### src/rtl/mem_arb_pkg.sv
`default_nettype none
// +----------------------------------------------------------------------+
// | mem_arb_pkg                                                          |
// | Shared types and constants for the IF/LS memory port arbiter.        |
// |   owner_e        : tag recording which requester owns the response   |
// |   BE_W, BE_FULL  : byte-enable width and all-lanes mask              |
// |   STARVE_W       : width of the IF starvation counter                |
// |   STARVE_MAX_DEF : default starvation threshold                      |
// | Rev 1.0 - initial release                                            |
// +----------------------------------------------------------------------+
package mem_arb_pkg;

   localparam int BE_W           = 4;
   localparam logic [BE_W-1:0] BE_FULL = 4'b1111;
   localparam int STARVE_W       = 3;
   localparam int STARVE_MAX_DEF = 4;

   typedef enum logic [1:0] {
      OWN_NONE = 2'd0,
      OWN_IF   = 2'd1,
      OWN_LS   = 2'd2
   } owner_e;

endpackage : mem_arb_pkg
`default_nettype wire

### src/rtl/mem_arb_prio.sv
`default_nettype none
// +----------------------------------------------------------------------+
// | mem_arb_prio                                                         |
// | Per-cycle grant decision between instruction fetch and load/store,   |
// | LS first, with a saturating starvation counter that hands IF one     |
// | grant after STARVE_MAX consecutive denied cycles.                    |
// | Ports:                                                               |
// |   clk, rst_n     : clock, asynchronous active-low reset              |
// |   if_req_valid   : IF request pending                                |
// |   ls_req_valid   : LS request pending                                |
// |   grant_if       : IF owns the memory port this cycle                |
// |   grant_ls       : LS owns the memory port this cycle                |
// | Rev 1.0 - initial release                                            |
// +----------------------------------------------------------------------+
module mem_arb_prio
   import mem_arb_pkg::*;
#(
   parameter int STARVE_MAX = STARVE_MAX_DEF
) (
   input  logic clk,
   input  logic rst_n,
   input  logic if_req_valid,
   input  logic ls_req_valid,
   output logic grant_if,
   output logic grant_ls
);

   localparam logic [STARVE_W-1:0] STARVE_LIM = STARVE_W'(STARVE_MAX);

   logic [STARVE_W-1:0] starve_cnt;
   logic                starved;

   assign starved = (starve_cnt == STARVE_LIM) && if_req_valid;

   // Grants are qualified by rst_n so nothing is accepted while the
   // block is held in reset.
   always_comb begin
      grant_if = 1'b0;
      grant_ls = 1'b0;
      if (rst_n) begin
         if (starved)
            grant_if = 1'b1;
         else if (ls_req_valid)
            grant_ls = 1'b1;
         else if (if_req_valid)
            grant_if = 1'b1;
      end
   end

   // Counts consecutive cycles in which IF was waiting but not served.
   always_ff @(posedge clk or negedge rst_n) begin
      if (!rst_n)
         starve_cnt <= '0;
      else if (!if_req_valid || grant_if)
         starve_cnt <= '0;
      else if (starve_cnt != STARVE_LIM)
         starve_cnt <= starve_cnt + 1'b1;
   end

endmodule : mem_arb_prio
`default_nettype wire

### src/rtl/mem_port_arbiter.sv
`default_nettype none
// +----------------------------------------------------------------------+
// | mem_port_arbiter                                                     |
// | Shares a single-ported 32-word memory between instruction fetch (IF) |
// | and load/store (LS). One access per cycle; each access is tagged so  |
// | its 1-cycle-latency read data returns to the right requester.        |
// | Ports:                                                               |
// |   clk, rst_n               : clock, asynchronous active-low reset    |
// |   if_req_*                 : IF read request handshake + address     |
// |   if_rsp_*                 : IF read data return                     |
// |   ls_req_*                 : LS request handshake, we/be/addr/wdata  |
// |   ls_rsp_*                 : LS load data or store acknowledge       |
// |   mem_*                    : memory array strobe/write/addr/data     |
// |   perf_conflicts           : (optional) cycles with both requesting  |
// |   perf_starve_wins         : (optional) IF grants forced by starving |
// | Optional feature macro: MEM_PORT_ARBITER_PERF_EN                     |
// | Rev 1.0 - initial release                                            |
// +----------------------------------------------------------------------+
module mem_port_arbiter
   import mem_arb_pkg::*;
#(
   parameter int ADDR_W     = 5,
   parameter int DATA_W     = 32,
   parameter int STARVE_MAX = STARVE_MAX_DEF
) (
   input  logic              clk,
   input  logic              rst_n,
   input  logic              if_req_valid,
   output logic              if_req_ready,
   input  logic [ADDR_W-1:0] if_req_addr,
   output logic              if_rsp_valid,
   output logic [DATA_W-1:0] if_rsp_data,
   input  logic              ls_req_valid,
   output logic              ls_req_ready,
   input  logic              ls_req_we,
   input  logic [BE_W-1:0]   ls_req_be,
   input  logic [ADDR_W-1:0] ls_req_addr,
   input  logic [DATA_W-1:0] ls_req_wdata,
   output logic              ls_rsp_valid,
   output logic [DATA_W-1:0] ls_rsp_data,
   output logic              mem_en,
   output logic              mem_we,
   output logic [BE_W-1:0]   mem_be,
   output logic [ADDR_W-1:0] mem_addr,
   output logic [DATA_W-1:0] mem_wdata,
   input  logic [DATA_W-1:0] mem_rdata
`ifdef MEM_PORT_ARBITER_PERF_EN
   ,
   output logic [15:0]       perf_conflicts,
   output logic [15:0]       perf_starve_wins
`endif
);

   logic   grant_if;
   logic   grant_ls;
   owner_e owner;
   logic   owner_store;

   mem_arb_prio #(
      .STARVE_MAX (STARVE_MAX)
   ) u_prio (
      .clk          (clk),
      .rst_n        (rst_n),
      .if_req_valid (if_req_valid),
      .ls_req_valid (ls_req_valid),
      .grant_if     (grant_if),
      .grant_ls     (grant_ls)
   );

   assign if_req_ready = grant_if;
   assign ls_req_ready = grant_ls;

   // Memory drive; loads always read the full word.
   always_comb begin
      mem_en    = grant_if | grant_ls;
      mem_we    = 1'b0;
      mem_be    = '0;
      mem_addr  = '0;
      mem_wdata = '0;
      if (grant_ls) begin
         mem_we    = ls_req_we;
         mem_be    = ls_req_we ? ls_req_be : BE_FULL;
         mem_addr  = ls_req_addr;
         mem_wdata = ls_req_wdata;
      end else if (grant_if) begin
         mem_be    = BE_FULL;
         mem_addr  = if_req_addr;
      end
   end

   // Response tag: who owns the data the memory returns next cycle.
   always_ff @(posedge clk or negedge rst_n) begin
      if (!rst_n) begin
         owner       <= OWN_NONE;
         owner_store <= 1'b0;
      end else begin
         if (grant_ls)
            owner <= OWN_LS;
         else if (grant_if)
            owner <= OWN_IF;
         else
            owner <= OWN_NONE;
         owner_store <= grant_ls & ls_req_we;
      end
   end

   assign if_rsp_valid = (owner == OWN_IF);
   assign ls_rsp_valid = (owner == OWN_LS);
   assign if_rsp_data  = if_rsp_valid ? mem_rdata : '0;
   // Stores acknowledge with zero data rather than stale read data.
   assign ls_rsp_data  = (ls_rsp_valid && !owner_store) ? mem_rdata : '0;

`ifdef MEM_PORT_ARBITER_PERF_EN
   // IF can only win while LS is requesting through starvation.
   always_ff @(posedge clk or negedge rst_n) begin
      if (!rst_n) begin
         perf_conflicts   <= '0;
         perf_starve_wins <= '0;
      end else begin
         if (if_req_valid && ls_req_valid && (perf_conflicts != 16'hFFFF))
            perf_conflicts <= perf_conflicts + 16'd1;
         if (grant_if && ls_req_valid && (perf_starve_wins != 16'hFFFF))
            perf_starve_wins <= perf_starve_wins + 16'd1;
      end
   end
`endif

endmodule : mem_port_arbiter
`default_nettype wire

### config.mk
export PLATFORM = sky130hd
export DESIGN_NAME = mem_port_arbiter
export DESIGN_NICKNAME = d
export VERILOG_FILES = /design/src/rtl/mem_arb_pkg.sv /design/src/rtl/mem_arb_prio.sv /design/src/rtl/mem_port_arbiter.sv
export SDC_FILE = /design/constraint.sdc
export NUM_CORES = 1
export LEC_CHECK = 0
export CAP_MARGIN = 30
export CORE_AREA = 2 2 76 78
export DETAILED_ROUTE_END_ITERATION = 10
export DIE_AREA = 0 0 78 80
export GPL_TIMING_DRIVEN = 0
export PLACE_DENSITY = 0.86
export SYNTH_ARGS = -nofsm -noshare
export SYNTH_HDL_FRONTEND = slang
export SYNTH_SLANG_ARGS = --single-unit
### constraint.sdc
create_clock -name clk -period 3.85 [get_ports clk]
set_input_delay 0.77 -clock clk [delete_from_list [all_inputs] [get_ports clk]]
set_output_delay 0.77 -clock clk [all_outputs]
set_load 0.05 [all_outputs]
==> impl_metrics.toml <==
[global_route]
grt_pass1_vias = 1714
grt_max_degree = 12
grt_overflow_total = 0
grt_use_total_pct = 17.0
antenna_found_initial = 0
grt_pass1_wl_um = 8250

[cts]
htree_levels = 1
clock-root-buffer = "clkbuf_8"
cts_hold_buf = 0
cts_sinks = 6
cts_tree = "built"
cts_inserted_buffers = 3
clock_path_buffers = 2
clk_latency_ps = 220
clk_pin_slew_ps = 40

[yosys]
synth_edf_count = 0
synth_area_leaders = "and2_1, dfrtp_1, a22o_1"
yosysMostFrequentCell = "and2_1"
syn-num-nets = 241
synthArstFlopShare_pct = 100
synth_top_cells_by_count = "and2_1, nand2_1, dfrtp_1, o21ai_0"
yosys_warnings = 0
ys_types = 22
avgSynthCellArea_sq_um = 6.93
yosys.area.top_type = "and2_1"
ys.flop_type = "dfrtp_1"
syn_area_sq_mm = 0.00108
ys_seq_area_share_pct = 13.9
netlist.area_leader.share_pct = 56.1
synthesis.instances = 156
synth_seq_cells = 6

[placement]
post-dp-hpwl_um = 5330
dp.cells = 420
portBuffers = 192
gp_congestion = 0.804

[pwr]
total_power_mw = 0.557
ir_drop_mv = 0.104
leakage_nw = 1.65
p_per_area_mw_per_mm2 = 176

[worst_hold_path]
whs_path_depth = 2
hold_class = "reg2reg"

[route]
via_per_inst = 4.16
wl_per_cell_um = 13.6
ant_nets = 0
drc_errors = 0
firstDrtPassIters = 4
wl_um = 5770
vias = 1759
drtIter0Drc = 8

[setup_path]
path_common_cell = "buf_6"
worstPathRequired_ps = 3080
setup.worst_path.class = "in2out"
worstPathArrival_ps = 2840
critPathLaunchType = "input port"
r2r_cells = 6
path_delay_family = "buffers and inverters"
slowest_delay_ps = 690
critPathCaptureType = "output port"
critical_path_peak_fanout = 10
crit_cells = 7
worst_path_max_delay_cell = "clkdlybuf4s50_1"
crit_path_cell_trace = "clkdlybuf4s50_1 > nand2_2 > a31oi_4 > buf_6 > buf_6 > and2_1 > dlygate4sd2_1"
crit_buf_inv = 4

[floorplanning]
die_w_um = 78
start_util_pct = 20.0
core_sq_mm = 0.00541
die_h_um = 80
pin_count = 194
die_area_sq_mm = 0.00624
std_cell_rows = 27

[cells_and_area]
syn_to_final_growth_pct = 192
layout-drive-gt1-share_pct = 4.27
antenna_cells = 0
post-route-util_pct = 58.5
instances_no_fill = 423
nets = 438

[outcome]
status = "finished, final reports clean"

[timing]
finClkSkew_ps = 2.56
finalHoldViolCount = 0
fmax_ghz = 0.277
drv_slew = 0
period_needed_ps = 3610
whs_ps = 574
grt_setup_unrepaired = "false"
relSlewSlack_pct = 62.2
setup_viol = 0
finalCritPeriodShare_pct = 93.8
tightest_slew_ps = 570

[flow_run]
drv_cap = 0
## cell usage in the layout (no fill, tap or decap), drive strengths merged
| cell | netlist | final |
|---|---|---|
| a21o | 1 | 1 |
| a22o | 5 | 5 |
| a31oi | 1 | 1 |
| and2 | 97 | 97 |
| and2b | 1 | 1 |
| buf | 4 | 4 |
| clkbuf | 7 | 10 |
| clkdlybuf4s50 | 0 | 153 |
| dfrtp | 6 | 6 |
| dlygate4sd2 | 0 | 19 |
| dlymetal6s2s | 0 | 20 |
| ha | 2 | 2 |
| inv | 5 | 5 |
| nand2 | 8 | 8 |
| nand3 | 1 | 1 |
| nor2 | 3 | 3 |
| nor2b | 6 | 6 |
| nor3 | 1 | 1 |
| o21ai | 6 | 6 |
| o22ai | 2 | 2 |
## what timing repair did
item,4_1_cts,5_1_grt
hold endpoints to repair,0,0
resized for setup,19,20
setup buffers,0,0
setup endpoints to repair,19,20
## where the power goes
part,internal [mW],switching (mW)
clock network,0.0671,0.0266
logic,0.167,0.226
registers,0.0669,0.00279
## worst paths after layout
kind                                 startpoint  slack (ps)                   end
max                                       rst_n         240         mem_wdata[18]
min                        u_prio.starve_cnt[0]         570  u_prio.starve_cnt[0]
max reg2reg                u_prio.starve_cnt[0]        2430  u_prio.starve_cnt[2]
min reg2reg                u_prio.starve_cnt[0]         570  u_prio.starve_cnt[0]
max in group asynchronous                 rst_n        2740              owner[1]
min in group asynchronous                 rst_n         840  u_prio.starve_cnt[0]
## per-layer routing
layer	up-vias	track usage [%]	routed length, um
li1	873	-	-
met1	748	15.0	1820
met2	126	36.1	3200
met3	12	3.85	558
met4	0	7.02	188
met5	-	0	0
## state kept, by name, summed over array words and instances (netlist names)
register	flops
owner	2
owner_store	1
u_prio.starve_cnt	3
## cell type report
class | instances | area, sq um
clock buffer | 3 | 41.3
sequential | 6 | 150
tap | 72 | 90.1
timing repair buffer | 192 | 1950
buffer | 11 | 63.8
multi-input combinational | 134 | 848
fill | 473 | 2240
inverter | 5 | 18.8
## tightest hold or removal path, stage by stage (launching register included)
cell     delay (ps)
dfrtp_1         390
nand2_1          70
o22ai_1          70
## cell families (layout without fill, tap and decap cells)
group	after synthesis	in the layout	synth area share, %
compound gates	15	15	10.6
fa+ha+maj	2	2	2.31
buf+inv	16	211	7.64
flops	6	6	13.9
simple gates	117	117	65.5
## through the flow
stage / setup slack (ps) / TNS, ps / cell area [sq um]
after floorplan: 1110 / 0 / 1080
after global placement: -48.9 / -300 / 3090
after detailed placement: -70.1 / -593 / 3090
after CTS: 18.5 / 0 / 3110
after global routing: 87.3 / 0 / 3160
final: 238 / 0 / 3160
Power figures use the tool's default switching activity.
==> RTL edit 1: new RTL, config.mk and constraints unchanged <==
Encoding of `owner_e`: now one-hot (3 bits for 3 values).
--- a/src/rtl/mem_arb_pkg.sv
+++ b/src/rtl/mem_arb_pkg.sv
@@ -16,8 +16,8 @@
    localparam int STARVE_MAX_DEF = 4;
 
-   typedef enum logic [1:0] {
-      OWN_NONE = 2'd0,
-      OWN_IF   = 2'd1,
-      OWN_LS   = 2'd2
+   typedef enum logic [2:0] {
+      OWN_NONE = 3'b001,
+      OWN_IF   = 3'b010,
+      OWN_LS   = 3'b100
    } owner_e;
 
Function: same outputs for any inputs over 10 cycles, from zero or initial values and one cycle with rst_n low; not proved beyond that.
==> RTL edit 1 against the original RTL <==
Power shrank 9.0%. Worst setup slack got worse by 71 ps. Synthesized area up 1.0%. Final area grew 1.3%. Routed wire length is 11% lower. Core utilization up 0.79 points. Synthesized cell count decreased by 1.9%. Via count shrank 1.2%. Sequential cell count increased by 1. Largest cell class unchanged. Highest routed layer unchanged.
==> RTL edit 1: results (changes against the original RTL) <==
stage;metric;value;unit;change
grt;met3 usage;3.39;%;-0.45 points
finish;Layout Nets;436;;-0.46%
run_status;status;finished clean;;
placement;Routability Congestion;0.702;;-13%
detailed_routing;Starting DRT DRC Count;38;;+30
synthesis;post-synthesis cell type count;23;;+4.5%
placement;dpl ws;-93.0;ps;-22.9 ps
grt;number of global-route vias before repair;1717;;+0.18%
detailed_routing;met3 WL post-DR;579;um;+3.8%
grt;total track usage;15.4;%;-1.6 points
synthesis;Syn Nets;238;;-1.2%
synthesis;Post-Synthesis Cells;153;;-1.9%
sta;Setup Skew;3.23;ps;+0.674 ps
power;leakage;0.00167;uW;+1.5%
detailed_routing;M1 wire length;1.71;mm;-6.4%
detailed_routing;drt total wl;5.14;mm;-11%
critical_path;WP data arrival;2910;ps;+70 ps
detailed_routing;vias post-DR;1738;;-1.2%
finish;layout cells sized above 1;4.00;%;-0.27 points
sta;Slew @ Worst Pin;537;ps;-32.5 ps
synthesis;ranking of synthesized cells by area;and2_1 (56%), dfrtp_1 (14%), a22o_1 (4.0%);;
placement;port bufs;193;;+0.52%
grt;pin count of the biggest net entering global routing;13;;+1
placement;dpl hpwl;4.57;mm;-14%
detailed_routing;WL met2;2.79;mm;-13%
grt;M2 GR Usage;31.4;%;-4.7 points
finish;biggest regs;owner x3, u_prio.starve_cnt x3, owner_store x1;;
placement;Cell Area, Placed;3110;um2;+0.69%
critical_path;critical-path maximum fanout;12;;+2
detailed_routing;Vias/cell;4.12;;-0.96%
cts;total CTS buffers;3;;unchanged
power;worst vdd ir;107;uV;+3.7%
detailed_routing;Pre-Repair DR Iteration Count;6;;+2
## RTL edit 1: final timing paths
kind / cells after the start / endpoint / slack, ps
min in group asynchronous: 1 / u_prio.starve_cnt[0]$_DFFE_PN0P_ / 850
worst max-delay path: 5 / mem_we / 170
worst min-delay path: 3 / u_prio.starve_cnt[0]$_DFFE_PN0P_ / 600
max in group asynchronous: 1 / owner[0]$_DFF_PN1_ / 2670
worst min register to register: 3 / u_prio.starve_cnt[0]$_DFFE_PN0P_ / 600
worst max register to register: 6 / owner_store$_DFF_PN0_ / 2300
## RTL edit 1: kinds of logic (layout without fill, tap and decap cells)
| kind of cell | count (synthesis) | after routing | synth area share, % |
|---|---|---|---|
| buffers and inverters | 15 | 212 | 6.87 |
| adder cells (fa/ha/maj) | 2 | 2 | 2.29 |
| AO/OA/AOI/OAI | 16 | 16 | 11.0 |
| AND/OR/NAND/NOR | 113 | 113 | 63.7 |
| flip-flops | 7 | 7 | 16.2 |
## RTL edit 1: worst max-delay path, cell delays in order
cell and delay, ps:
clkdlybuf4s50_1 730, o211a_1 280, buf_6 150, and2_1 160, clkdlybuf4s50_1 810
## RTL edit 1: where the power goes
group	total [uW]	leakage, uW	internal, uW	switching [uW]
combinational	321	0.00155	146	175
sequential	81.2	0.0000903	78.7	2.50
clock	104	0.0000255	70.2	34.1
## RTL edit 1: layout make-up
class                   instances  area (um2)
plain buffers                  10        56.3
clock buffers                   3        41.3
fillers                       478        2200
well taps                      72        90.1
repair buffers                193        1970
clock inverters                 1        5.00
flip-flops and latches          7         176
multi-input cells             131         846
inverters                       5        18.8
## RTL edit 1: what timing repair did
action                                  CTS  global route
gates resized for setup                  16            26
endpoints found under the setup margin   25            25
endpoints found under the hold margin     0             0
==> RTL edit 2: new RTL, config.mk and constraints unchanged <==
Made on the original files. `ADDR_W`: 5 -> 4.
--- a/src/rtl/mem_port_arbiter.sv
+++ b/src/rtl/mem_port_arbiter.sv
@@ -20,5 +20,5 @@
    import mem_arb_pkg::*;
 #(
-   parameter int ADDR_W     = 5,
+   parameter int ADDR_W     = 4,
    parameter int DATA_W     = 32,
    parameter int STARVE_MAX = STARVE_MAX_DEF
Ports: changed (resized if_req_addr, ls_req_addr and mem_addr); port bits go from 194 to 191. The function was not compared with the original's and may differ.
==> RTL edit 2 against the original RTL <==
Final area down 2.5%. Routed wire length down 11%. Sequential cell count unchanged. Synthesized area down 2.0%. First-iteration DRC count up 38%. Count of clock-buffer cells in the layout unchanged. Fmax down 2.4%. Sequential share of layout area up 0.12 points. Power down 2.5%. Worst setup slack worse by 89 ps.
==> RTL edit 2: results (changes against the original RTL) <==
stage;metric;value;unit;change
detailed_routing;met3 WL post-DR;655;um;+17%
placement;dpl ws;-105;ps;-35.1 ps
power;combinational power share;69.9;%;-0.7 points
critical_path;critical-path maximum fanout;11;;+1
power;leakage;0.00150;uW;-8.7%
grt;antenna violations before repair;1;;+1
finish;layout cells sized above 1;3.18;%;-1.1 points
finish;Seq Cell Count;6;;unchanged
detailed_routing;vias post-DR;1701;;-3.3%
critical_path;WP data arrival;2930;ps;+90 ps
placement;Cell Area, Placed;3040;um2;-1.7%
finish;Layout Nets;431;;-1.6%
finish;number of diodes;1;;+1
grt;met3 usage;7.13;%;+3.3 points
power;Seq. pwr;69.3;uW;-0.6%
sta;slew margin rel.;63.4;%;+1.2 points
critical_path;Crit path largest cell delay;830;ps;+140 ps
synthesis;Syn Nets;237;;-1.7%
finish;fill count;496;;+4.9%
synthesis;post-synthesis cell type count;21;;-4.5%
detailed_routing;WL met2;2.69;mm;-16%
placement;Routability Congestion;0.669;;-17%
synthesis;post-synthesis compound-gate area fraction;9.68;%;-0.97 points
finish;Final Util;57.0;%;-1.5 points
sta;Setup Skew;3.57;ps;+1.01 ps
synthesis;synthesized area per cell;6.88;um2;-0.69%
run_status;status;finished clean;;
finish;post-route insts no fill;419;;-0.95%
detailed_routing;Starting DRT DRC Count;11;;+3
finish;multi-input gate share of total cell area;26.9;%;+0.048 points
placement;port bufs;189;;-1.6%
finish;clk cell area share;1.34;%;+0.034 points
finish;nonclk buf count;200;;-1.5%
==> RTL edit 2: cell count changes in the layout (fill, tap and decap cells not counted), moves of 2 or more <==
cell,before,now
clkbuf_1,3,6
clkbuf_2,4,1
dlygate4sd2_1,19,26
dlymetal6s2s_1,20,11
o22ai_1,2,0
o32ai_1,0,2
==> RTL edit 2: final timing paths <==
check	startpoint	end	slack, ps	cells past startpoint
max	rst_n	ls_req_ready	150	5
min	u_prio.starve_cnt[0]$_DFFE_PN0P_	u_prio.starve_cnt[0]$_DFFE_PN0P_	570	2
max reg2reg	u_prio.starve_cnt[0]$_DFFE_PN0P_	u_prio.starve_cnt[2]$_DFFE_PN0P_	2420	6
min reg2reg	u_prio.starve_cnt[0]$_DFFE_PN0P_	u_prio.starve_cnt[0]$_DFFE_PN0P_	570	2
max in group asynchronous	rst_n	owner_store$_DFF_PN0_	2680	1
min in group asynchronous	rst_n	u_prio.starve_cnt[1]$_DFFE_PN0P_	860	1
